`src/rtl/mai_forward_addr_gen.sv`:
```
// Sprite ROM address generator for the Mai forward-walk renderer.
// Registers the in-box flag and the ROM address, and runs the frame-paced walk animation FSM.
module mai_forward_addr_gen #(
    parameter int unsigned SPR_W           = 64,
    parameter int unsigned SPR_H           = 96,
    parameter int unsigned NUM_FRAMES      = 5,
    parameter int unsigned TICKS_PER_FRAME = 6
) (
    input  logic        vga_clk,
    input  logic        reset_n,
    input  logic [9:0]  drawX,
    input  logic [9:0]  drawY,
    input  logic        frame_start,
    input  logic        walk_en,
    input  logic        mirror,
    input  logic [9:0]  pos_x,
    input  logic [9:0]  pos_y,
    output logic [14:0] rom_address,
    output logic        sprite_on,
    output logic [2:0]  frame_idx
);

    localparam int unsigned XSH      = $clog2(SPR_W);
    localparam int unsigned FRAME_SZ = SPR_W * SPR_H;
    localparam int unsigned CW       = (TICKS_PER_FRAME > 1) ? $clog2(TICKS_PER_FRAME) : 1;

    localparam logic [CW-1:0] TICK_LAST  = CW'(TICKS_PER_FRAME - 1);
    localparam logic [2:0]    FRAME_LAST = 3'(NUM_FRAMES - 1);
    localparam logic [10:0]   W_M1       = 11'(SPR_W - 1);
    localparam logic [10:0]   H_M1       = 11'(SPR_H - 1);

    typedef enum logic {S_IDLE, S_WALK} state_t;

    state_t        r_state;
    logic [CW-1:0] r_tick;
    logic [2:0]    r_frame;
    logic [14:0]   r_addr;
    logic          r_on;

    logic [10:0] w_x;
    logic [10:0] w_y;
    logic [10:0] w_px;
    logic [10:0] w_py;
    logic [10:0] w_dx;
    logic [10:0] w_dy;
    logic [10:0] w_x_off;
    logic        w_inside;
    logic [14:0] w_addr;

    // 11-bit compare so a box hanging past column/row 1023 never wraps to 0
    assign w_x  = {1'b0, drawX};
    assign w_y  = {1'b0, drawY};
    assign w_px = {1'b0, pos_x};
    assign w_py = {1'b0, pos_y};

    assign w_inside = (w_x >= w_px) && (w_x <= w_px + W_M1) &&
                      (w_y >= w_py) && (w_y <= w_py + H_M1);

    assign w_dx    = w_x - w_px;
    assign w_dy    = w_y - w_py;
    assign w_x_off = mirror ? (W_M1 - w_dx) : w_dx;

    assign w_addr = 15'(32'(r_frame) * FRAME_SZ + (32'(w_dy) << XSH) + 32'(w_x_off));

    always_ff @(posedge vga_clk or negedge reset_n) begin
        if (!reset_n) begin
            r_addr <= '0;
            r_on   <= 1'b0;
        end else if (w_inside) begin
            r_addr <= w_addr;
            r_on   <= 1'b1;
        end else begin
            r_addr <= '0;
            r_on   <= 1'b0;
        end
    end

    // Animation only moves on frame_start so a frame never changes mid-screen
    always_ff @(posedge vga_clk or negedge reset_n) begin
        if (!reset_n) begin
            r_state <= S_IDLE;
            r_tick  <= '0;
            r_frame <= '0;
        end else if (frame_start) begin
            case (r_state)
                S_IDLE: begin
                    r_tick  <= '0;
                    r_frame <= '0;
                    if (walk_en) r_state <= S_WALK;
                end
                S_WALK: begin
                    if (!walk_en) begin
                        r_state <= S_IDLE;
                        r_tick  <= '0;
                        r_frame <= '0;
                    end else if (r_tick == TICK_LAST) begin
                        r_tick  <= '0;
                        r_frame <= (r_frame == FRAME_LAST) ? '0 : r_frame + 3'd1;
                    end else begin
                        r_tick <= r_tick + 1'b1;
                    end
                end
                default: begin
                    r_state <= S_IDLE;
                    r_tick  <= '0;
                    r_frame <= '0;
                end
            endcase
        end
    end

    assign rom_address = r_addr;
    assign sprite_on   = r_on;
    assign frame_idx   = r_frame;

endmodule

```
`config.mk`:
```
export PLATFORM = sky130hd
export DESIGN_NAME = mai_forward_addr_gen
export DESIGN_NICKNAME = d
export VERILOG_FILES = /design/src/rtl/mai_forward_addr_gen.sv
export SDC_FILE = /design/constraint.sdc
export NUM_CORES = 1
export LEC_CHECK = 0
export ABC_CLOCK_PERIOD_IN_PS = 2810
export CORE_AREA = 2 2 103 105
export CTS_BUF_LIST = sky130_fd_sc_hd__clkbuf_2
export CTS_CLUSTER_DIAMETER = 80
export DETAILED_ROUTE_END_ITERATION = 8
export DIE_AREA = 0 0 105 107
export HOLD_SLACK_MARGIN = 0.1
export PLACE_DENSITY = 0.49
export SYNTH_ARGS = -nofsm -noshare
export SYNTH_HDL_FRONTEND = slang
export SYNTH_SLANG_ARGS = --single-unit
```
`constraint.sdc`:
```
create_clock -name vga_clk -period 2.81 [get_ports vga_clk]
set_clock_uncertainty 0.2 [all_clocks]
set_input_delay 0.7025 -clock vga_clk [delete_from_list [all_inputs] [get_ports vga_clk]]
set_output_delay 0.7025 -clock vga_clk [all_outputs]
set_load 0.05 [all_outputs]
```
==> results.yml, run 1 <==
status:
  status: "finished with violations"
  violations: "setup timing"
sta:
  slew_headroom: 0.648
  drv_slew: 0
  tightest_slew_ns: 0.526
  finalWorstSetupSlack_ns: -0.813
  min_period_ns: 3.62
  rsz0062_at_grt: "yes"
  setup_viol: 16
  finalHoldViolCount: 0
  worst_hold_slack_ns: 0.344
  max_freq_mhz: 276
  min_period_over_period: 1.29
global_routing:
  antenna_found_initial: 0
  grt-ovfl-total: 0
  grt_pass1_vias: 3141
  grt_use_total: 0.153
  grt_pass1_wl_um: 14200
  grt_max_degree: 24
final_layout:
  area_growth_syn_to_layout_pct: 80.0
  fin_util: 0.530
  diodes: 0
  drive_above_1_share: 0.423
  num-nets-final: 652
  multi_input_comb_area_mm2: 0.00278
  n_fill_cell: 975
  seqCellArea_um2: 576
clock_tree:
  cts_root_buf: "clkbuf_2"
  cts_tree: "yes"
  clock_tree.buffer_depth: 2
  cts-htree-levels: 1
  clk_pin_slew_ns: 0.23
  cts_hold_buf: 0
  cts_sinks: 23
  insertion_delay_ns: 0.34
  numCtsBuffers: 3
worst_setup_path:
  ff2ff_path_depth: 6
  arrival_ns: 3.70
  crit_required_ns: 2.89
  rr_endpoint: "rom_address[14]"
  crit_type: "in2reg"
  r2r_start: "frame_idx[0]"
  cp_max_fo: 4
  cp-end-kind: "register"
  start_kind: "primary input"
  worstSetupEndpoint: "rom_address[13]"
  r2r_slack_ns: 0.53
  crit_start: "drawX[0]"
logic_synthesis:
  synth_edf_count: 0
  yosys_warnings: 0
  synth_top_area_cell: "ha_1"
  synth_seq_cells: 23
  synth.most_common_cell: "ha_1"
  async_reset_ff_frac: 1.00
  syn_inst: 356
  synth.avg_cell_area_um2: 8.35
  synth.area.top_cells: "ha_1, dfrtp_1, xnor2_1"
  synth_top_area_share: 0.223
  synth_nets: 458
  ys.flop_type: "dfrtp_1"
  synth_common_cells: "ha_1, inv_1, xnor2_1"
  ys_types: 50
  synth_area_mm2: 0.00297
  synth_seq_area_share: 0.194
placed_design:
  place_hpwl_um: 7080
  io_buffers: 63
  gp_congestion: 0.787
power_and_ir_drop:
  p_leak_nw: 2.48
  peakVddDrop_mv: 0.216
  power_mw: 1.92
  powerDensity_mw_per_mm2: 359
detailed_routing:
  vias_per_cell: 4.59
  ant_nets: 0
  firstDrtPassIters: 4
  vias: 3143
  wl_um: 8410
  drc_errors: 0
  wl_per_cell_um: 12.3
  drt-initial-drc-count: 67
floorplan:
  initial_utilization: 0.294
  core_mm2: 0.0101
  row_count: 37
  die_x_um: 105
  die_h_um: 107
  dieArea_mm2: 0.0112
  num_io_pins: 64
min_path:
  hold_class: "reg2reg"
flow_run:
  cap_violations: 0
## metrics by stage
| stage | TNS [ns] | area [um2] | setup slack (ns) | instances |
|---|---|---|---|---|
| 3_5_place_dp | -22.53 | 4720 | -1.87 | 663 |
| 3_3_place_gp | -22.35 | 4720 | -1.79 | 663 |
| 4_1_cts | -7.72 | 5190 | -0.774 | 680 |
| 5_1_grt | -8.56 | 5350 | -0.954 | 685 |
| 6_report | -7.17 | 5350 | -0.813 | 685 |
| 2_1_floorplan | -8.33 | 3090 | -1.10 | 356 |
## sequential cells by signal (all words and copies together) (netlist names)
register     flops
rom_address     15
r_tick           3
frame_idx        3
r_state          1
sprite_on        1
## worst min path at each step
stage	cells past startpoint	slack (ns)	start	end
global route	1	0.40	r_state	r_state
finish	1	0.34	r_tick[0]	r_tick[0]
global placement	1	0.31	r_tick[0]	r_tick[0]
detailed placement	1	0.32	r_tick[0]	r_tick[0]
CTS	1	0.35	r_tick[0]	r_tick[0]
floorplan	0	0.21	reset_n	frame_idx[0]
## cell usage in the layout (no fill, tap or decap), types with 4 or more instances in the layout
| cell type | count |
|---|---|
| dlygate4sd2_1 | 10 |
| o21ai_0 | 11 |
| a21o_1 | 8 |
| clkdlybuf4s50_1 | 39 |
| dlymetal6s2s_1 | 4 |
| nand2_1 | 17 |
| a21oi_2 | 5 |
| clkbuf_2 | 8 |
| nor2_4 | 12 |
| nor3_1 | 8 |
| buf_4 | 118 |
| nand4_1 | 8 |
| ha_4 | 13 |
| nor2_1 | 17 |
| buf_6 | 9 |
| xor2_1 | 9 |
| ha_1 | 39 |
| a21oi_1 | 17 |
| inv_1 | 23 |
| nor2b_1 | 7 |
| dfrtp_1 | 23 |
| inv_2 | 14 |
| xnor2_1 | 33 |
| nand2_2 | 4 |
| and2_1 | 5 |
## what timing repair did
| item | in CTS | in global routing |
|---|---|---|
| resized for setup | 112 | 44 |
| pin swaps | 53 | 26 |
| buffers inserted | 13 | 5 |
| endpoints found under the setup margin | 16 | 16 |
| gates cloned | 1 | 0 |
## per-layer routing
metal  GRT usage  part of all wire  up-vias
met2       0.284              0.52       38
met1       0.198              0.46     1461
met5           0                 0        -
met4      0.0171            0.0043        0
met3      0.0122             0.021        4
li1            -                 -     1640
## where the power goes
part | switching, mW | internal [mW]
Sequential | 0.0104 | 0.357
Combinational | 0.677 | 0.741
Clock | 0.100 | 0.0331
Total | 0.787 | 1.13
## cells by family after synthesis
family / Yosys count / synth area share
muxes: 2 / 0.00716
and+or+nand+nor: 100 / 0.159
DFF: 23 / 0.194
buffers and inverters: 41 / 0.0543
adders and majority gates: 57 / 0.250
xor gates and xnor gates: 45 / 0.133
AOI/OAI and AO/OA: 88 / 0.203
## worst max-delay path: stages
cell,delay (ns)
buf_8,0.11
inv_12,0.04
ha_4,0.11
inv_2,0.03
fa_2,0.38
a211oi_4,0.22
o21ai_1,0.11
xor2_1,0.16
inv_1,0.12
ha_4,0.17
nand2_2,0.05
o32a_1,0.33
a32o_2,0.27
ha_4,0.30
nand2_4,0.05
o21ai_4,0.19
o41ai_4,0.08
xor2_1,0.16
nor2_1,0.10
## final cells by class
type	instances	share of cell area
multi-input combinational	292	0.520
inverter	39	0.0307
tap	136	0.0318
clock inverter	1	0.00140
sequential	23	0.108
clock buffer	3	0.00281
timing repair buffer	191	0.306
No activity file was read; power rests on OpenSTA's default activity.
==> run 2, diff against run 1 <==
- CORE_AREA: 2 2 103 105 -> 2 2 132 83
- DIE_AREA: 0 0 105 107 -> 0 0 134 85
==> results.yml, run 2 (synthesis results as in run 1) <==
status:
  status: "finished with violations"
  violations: "setup timing"
worst_setup_path:
  crit_chain: "buf_12 > inv_12 > ha_4 > inv_2 > fa_2 > a211oi_2 > o21ai_1 > xor2_1 > inv_2 > ha_4 > nand2_4 > o21ai_4 > fa_2 > a21o_1 > a21oi_2 > o21ai_2 > o41ai_2 > xnor2_1 > nor2_1"
  arrival_ns: 3.75
  cp_slowest_cell: "fa_2"
  start_kind: "primary input"
  slowest_delay_ns: 0.37
  crit_type: "in2reg"
  cp-end-kind: "register"
  crit_required_ns: 2.85
  cp_max_fo: 2
clock_tree:
  clock_tree.buffer_depth: 2
  clk_pin_slew_ns: 0.20
  cts_hold_buf: 0
  cts_tree: "yes"
  numCtsBuffers: 3
  cts_root_buf: "clkbuf_2"
  cts_sinks: 23
  cts-htree-levels: 1
  insertion_delay_ns: 0.32
sta:
  drv_slew: 0
  max_freq_mhz: 269
  finalWorstSetupSlack_ns: -0.901
  min_period_over_period: 1.32
  finalHoldViolCount: 0
  worst_hold_slack_ns: 0.341
  tightest_slew_ns: 0.515
  rsz0062_at_grt: "yes"
  slew_headroom: 0.655
  min_period_ns: 3.71
  setup_viol: 16
  tns_ns: -8.15
placed_design:
  post-place-ws_ns: -1.87
  gp_congestion: 0.791
  place_hpwl_um: 7760
  io_buffers: 63
  placed_area_mm2: 0.00476
detailed_routing:
  wl_um: 9910
  drc_errors: 0
  vias: 3241
  wl_per_cell_um: 14.1
  vias_per_cell: 4.62
  firstDrtPassIters: 4
  ant_nets: 0
  drt-initial-drc-count: 136
final_layout:
  largest_reg_flops: 15
  n_fill_cell: 927
  final_cell_mix: "buf_4, clkdlybuf4s50_1, ha_1, xnor2_1, dfrtp_1"
  seqCellArea_um2: 576
  fin_area_mm2: 0.00556
  layout.cells.most_common: "buf_4"
  num-nets-final: 665
  multi_input_comb_area_mm2: 0.00286
  drive_above_1_share: 0.461
  diodes: 0
  area_growth_syn_to_layout_pct: 87.1
power_and_ir_drop:
  power_mw: 2.09
  p_leak_nw: 2.54
  powerDensity_mw_per_mm2: 376
  peakVddDrop_mv: 0.235
global_routing:
  grt_max_degree: 24
  grt_pass1_vias: 3330
  antenna_found_initial: 0
  grt_use_total: 0.178
  grt_pass1_wl_um: 16500
  grt-ovfl-total: 0
floorplan:
  dieArea_mm2: 0.0114
  row_count: 29
  die_x_um: 134
  initial_utilization: 0.291
  die_h_um: 85
  core_mm2: 0.0102
  num_io_pins: 64
min_path:
  hold_class: "reg2reg"
flow_run:
  cap_violations: 0
[run 2: per-stage QoR]
| stage | instances | util |
|---|---|---|
| floorplan | 356 | - |
| global placement | 671 | 0.467 |
| detailed placement | 671 | 0.467 |
| CTS | 693 | 0.525 |
| global route | 701 | 0.545 |
| finish | 701 | 0.545 |
[run 2: final cells by class]
cell class	instances	area share
well taps	139	0.0313
repair buffers	204	0.317
clock inverters	1	0.000900
flip-flops and latches	23	0.104
inverters	39	0.0304
clock buffers	3	0.00270
multi-input cells	292	0.514
[run 2: worst max-delay path, delay by kind of cell]
family / cells / cell delay, ns
adder cells (fa/ha/maj): 4 / 1.09
XOR/XNOR: 2 / 0.39
AO/OA/AOI/OAI: 7 / 1.17
buffers and inverters: 4 / 0.27
AND/OR/NAND/NOR: 2 / 0.12
[run 2: report_power, final]
group          internal (mW)  leakage, nW  total [mW]  switching (mW)
sequential             0.358        0.315       0.369          0.0113
clock                 0.0323       0.0164       0.129          0.0968
combinational          0.827         2.21        1.59           0.767
total                   1.22         2.54        2.09           0.875
[run 2: path summary, 6_finish.rpt]
path,startpoint,slack [ns],end,cells past startpoint
min in group asynchronous,reset_n,0.51,rom_address[1],2
worst max register to register,frame_idx[0],0.49,rom_address[14],6
worst min-delay path,r_tick[0],0.34,r_tick[0],1
max in group asynchronous,reset_n,1.68,r_tick[0],2
worst min register to register,r_tick[0],0.34,r_tick[0],1
worst max-delay path,drawX[0],-0.90,rom_address[14],19
[run 2: routing by layer]
metal | GRT usage | share of wire | up-vias
met5 | 0 | 0 | -
met1 | 0.284 | 0.55 | 1507
met3 | 0.0114 | 0.038 | 2
li1 | - | - | 1676
met4 | 0.0145 | 0.0014 | 0
met2 | 0.270 | 0.41 | 56
[run 2: what timing repair did]
| item | in CTS | in global routing |
|---|---|---|
| pin swaps | 45 | 40 |
| gates resized for setup | 138 | 40 |
| gates cloned | 1 | 0 |
| setup buffers | 20 | 10 |
| endpoints found under the setup margin | 16 | 16 |
==> run 3, diff against run 2 <==
- REMOVE_ABC_BUFFERS: unset -> 1
==> results.yml, run 3 (synthesis results as in run 1) <==
sta:
  finalWorstSetupSlack_ns: -0.878
  rsz0062_at_grt: "yes"
  tns_ns: -7.83
  min_period_over_period: 1.31
  tightest_slew_ns: 0.537
  slew_headroom: 0.641
  min_period_ns: 3.69
  setup_viol: 16
  max_freq_mhz: 271
  drv_slew: 0
  finalHoldViolCount: 0
power_and_ir_drop:
  seq_power_share: 0.184
  peakVddDrop_mv: 0.234
  combPwrFrac: 0.749
  clock_power_share: 0.066
  powerDensity_mw_per_mm2: 375
  power_mw: 1.99
  power_switching_uw: 833
  p_leak_nw: 2.44
  p_sw_frac: 0.417
  intPower_mw: 1.16
clock_tree:
  numCtsBuffers: 3
  cts_sinks: 23
  cts_root_buf: "clkbuf_2"
  insertion_delay_ns: 0.32
  clock_tree.buffer_depth: 2
  cts-htree-levels: 1
  clk_pin_slew_ns: 0.21
  cts_hold_buf: 0
  cts_tree: "yes"
worst_setup_path:
  r2r_slack_ns: 0.49
  cp_max_fo: 4
  crit_required_ns: 2.86
  arrival_ns: 3.74
  start_kind: "primary input"
  crit_start: "drawX[0]"
  r2r_start: "frame_idx[0]"
  worstSetupEndpoint: "rom_address[13]"
  ff2ff_path_depth: 6
  crit_type: "in2reg"
  rr_endpoint: "rom_address[14]"
  cp-end-kind: "register"
final_layout:
  diodes: 0
  largest_reg_flops: 15
  layout.cells.most_common: "buf_4"
  num-nets-final: 651
  n_fill_cell: 908
  drive_above_1_share: 0.422
  final_cell_mix: "buf_4, clkdlybuf4s50_1, ha_1, xnor2_1, inv_1"
  fin_util: 0.522
  area_growth_syn_to_layout_pct: 78.9
floorplan:
  num_io_pins: 64
  die_h_um: 85
  die_x_um: 134
  initial_utilization: 0.291
  row_count: 29
  core_mm2: 0.0102
  dieArea_mm2: 0.0114
detailed_routing:
  ant_nets: 0
  drt-initial-drc-count: 122
  vias: 3144
  wl_um: 9330
  wl_per_cell_um: 13.6
  vias_per_cell: 4.58
  drc_errors: 0
  firstDrtPassIters: 4
min_path:
  hold_class: "reg2reg"
  holdPathStages: 1
status:
  status: "finished with violations"
  violations: "setup timing"
global_routing:
  antenna_found_initial: 0
  grt_use_total: 0.171
  grt_pass1_vias: 3296
  grt_pass1_wl_um: 16000
  grt-ovfl-total: 0
  grt_max_degree: 24
placed_design:
  post-place-ws_ns: -2.05
  io_buffers: 63
  place_hpwl_um: 7370
  gp_congestion: 0.847
flow_run:
  cap_violations: 0
-- run 3: area by class of cell --
cell class | instances | area (um2) | area share
Timing Repair Buffer | 190 | 1610 | 0.303
Inverter | 39 | 151 | 0.0285
Sequential cell | 23 | 576 | 0.108
Tap cell | 139 | 174 | 0.0327
Clock buffer | 4 | 20.0 | 0.00376
Multi-Input combinational cell | 292 | 2780 | 0.524
-- run 3: power groups by stage --
| stage | registers (mW) | logic, mW | clock network, mW |
|---|---|---|---|
| after floorplan | 0.452 | 0.535 | 0 |
| after global placement | 0.374 | 1.10 | 0 |
| after detailed placement | 0.375 | 1.11 | 0 |
| after CTS | 0.368 | 1.36 | 0.140 |
| after global routing | 0.372 | 1.62 | 0.156 |
| final | 0.368 | 1.49 | 0.132 |
-- run 3: how the worst min path moves through the flow --
| stage | from | end | slack [ns] |
|---|---|---|---|
| global placement | r_tick[0] | r_tick[0] | 0.31 |
| CTS | r_tick[0] | r_tick[0] | 0.34 |
| detailed placement | r_tick[0] | r_tick[0] | 0.32 |
| floorplan | reset_n | frame_idx[0] | 0.21 |
| global route | r_tick[0] | r_tick[0] | 0.39 |
| finish | r_tick[0] | r_tick[0] | 0.34 |
-- run 3: critical path, cell delays in order --
cell,delay [ns]
buf_6,0.09
inv_4,0.05
ha_4,0.12
inv_2,0.03
fa_2,0.35
a211oi_2,0.25
o21ai_1,0.12
xor2_1,0.17
inv_1,0.13
ha_4,0.19
nand2_2,0.05
o32a_1,0.28
a32o_2,0.27
ha_4,0.27
nand2_2,0.07
o21ai_2,0.07
o41ai_2,0.28
xor2_1,0.19
nor2_1,0.05
-- run 3: through the flow --
stage	std cells	area, um2	hold WS [ns]
5_1_grt	687	5320	0.390
3_5_place_dp	665	4590	0.320
3_3_place_gp	665	4590	0.305
6_report	687	5320	0.340
2_1_floorplan	354	2960	0.207
4_1_cts	685	5170	0.344
-- run 3: repair_timing --
action	in CTS	in global routing
buffers inserted	16	4
pin swaps	64	34
resized for setup	140	31
gates cloned	1	0
endpoints found under the setup margin	16	16
-- run 3: metal layers --
metal  track usage  vias to the layer above  share of wire
li1              -                     1650              -
met1         0.275                     1419           0.55
met2         0.256                       71           0.41
met3       0.00836                        4          0.039
met4        0.0242                        0         0.0058
met5             0                        -              0
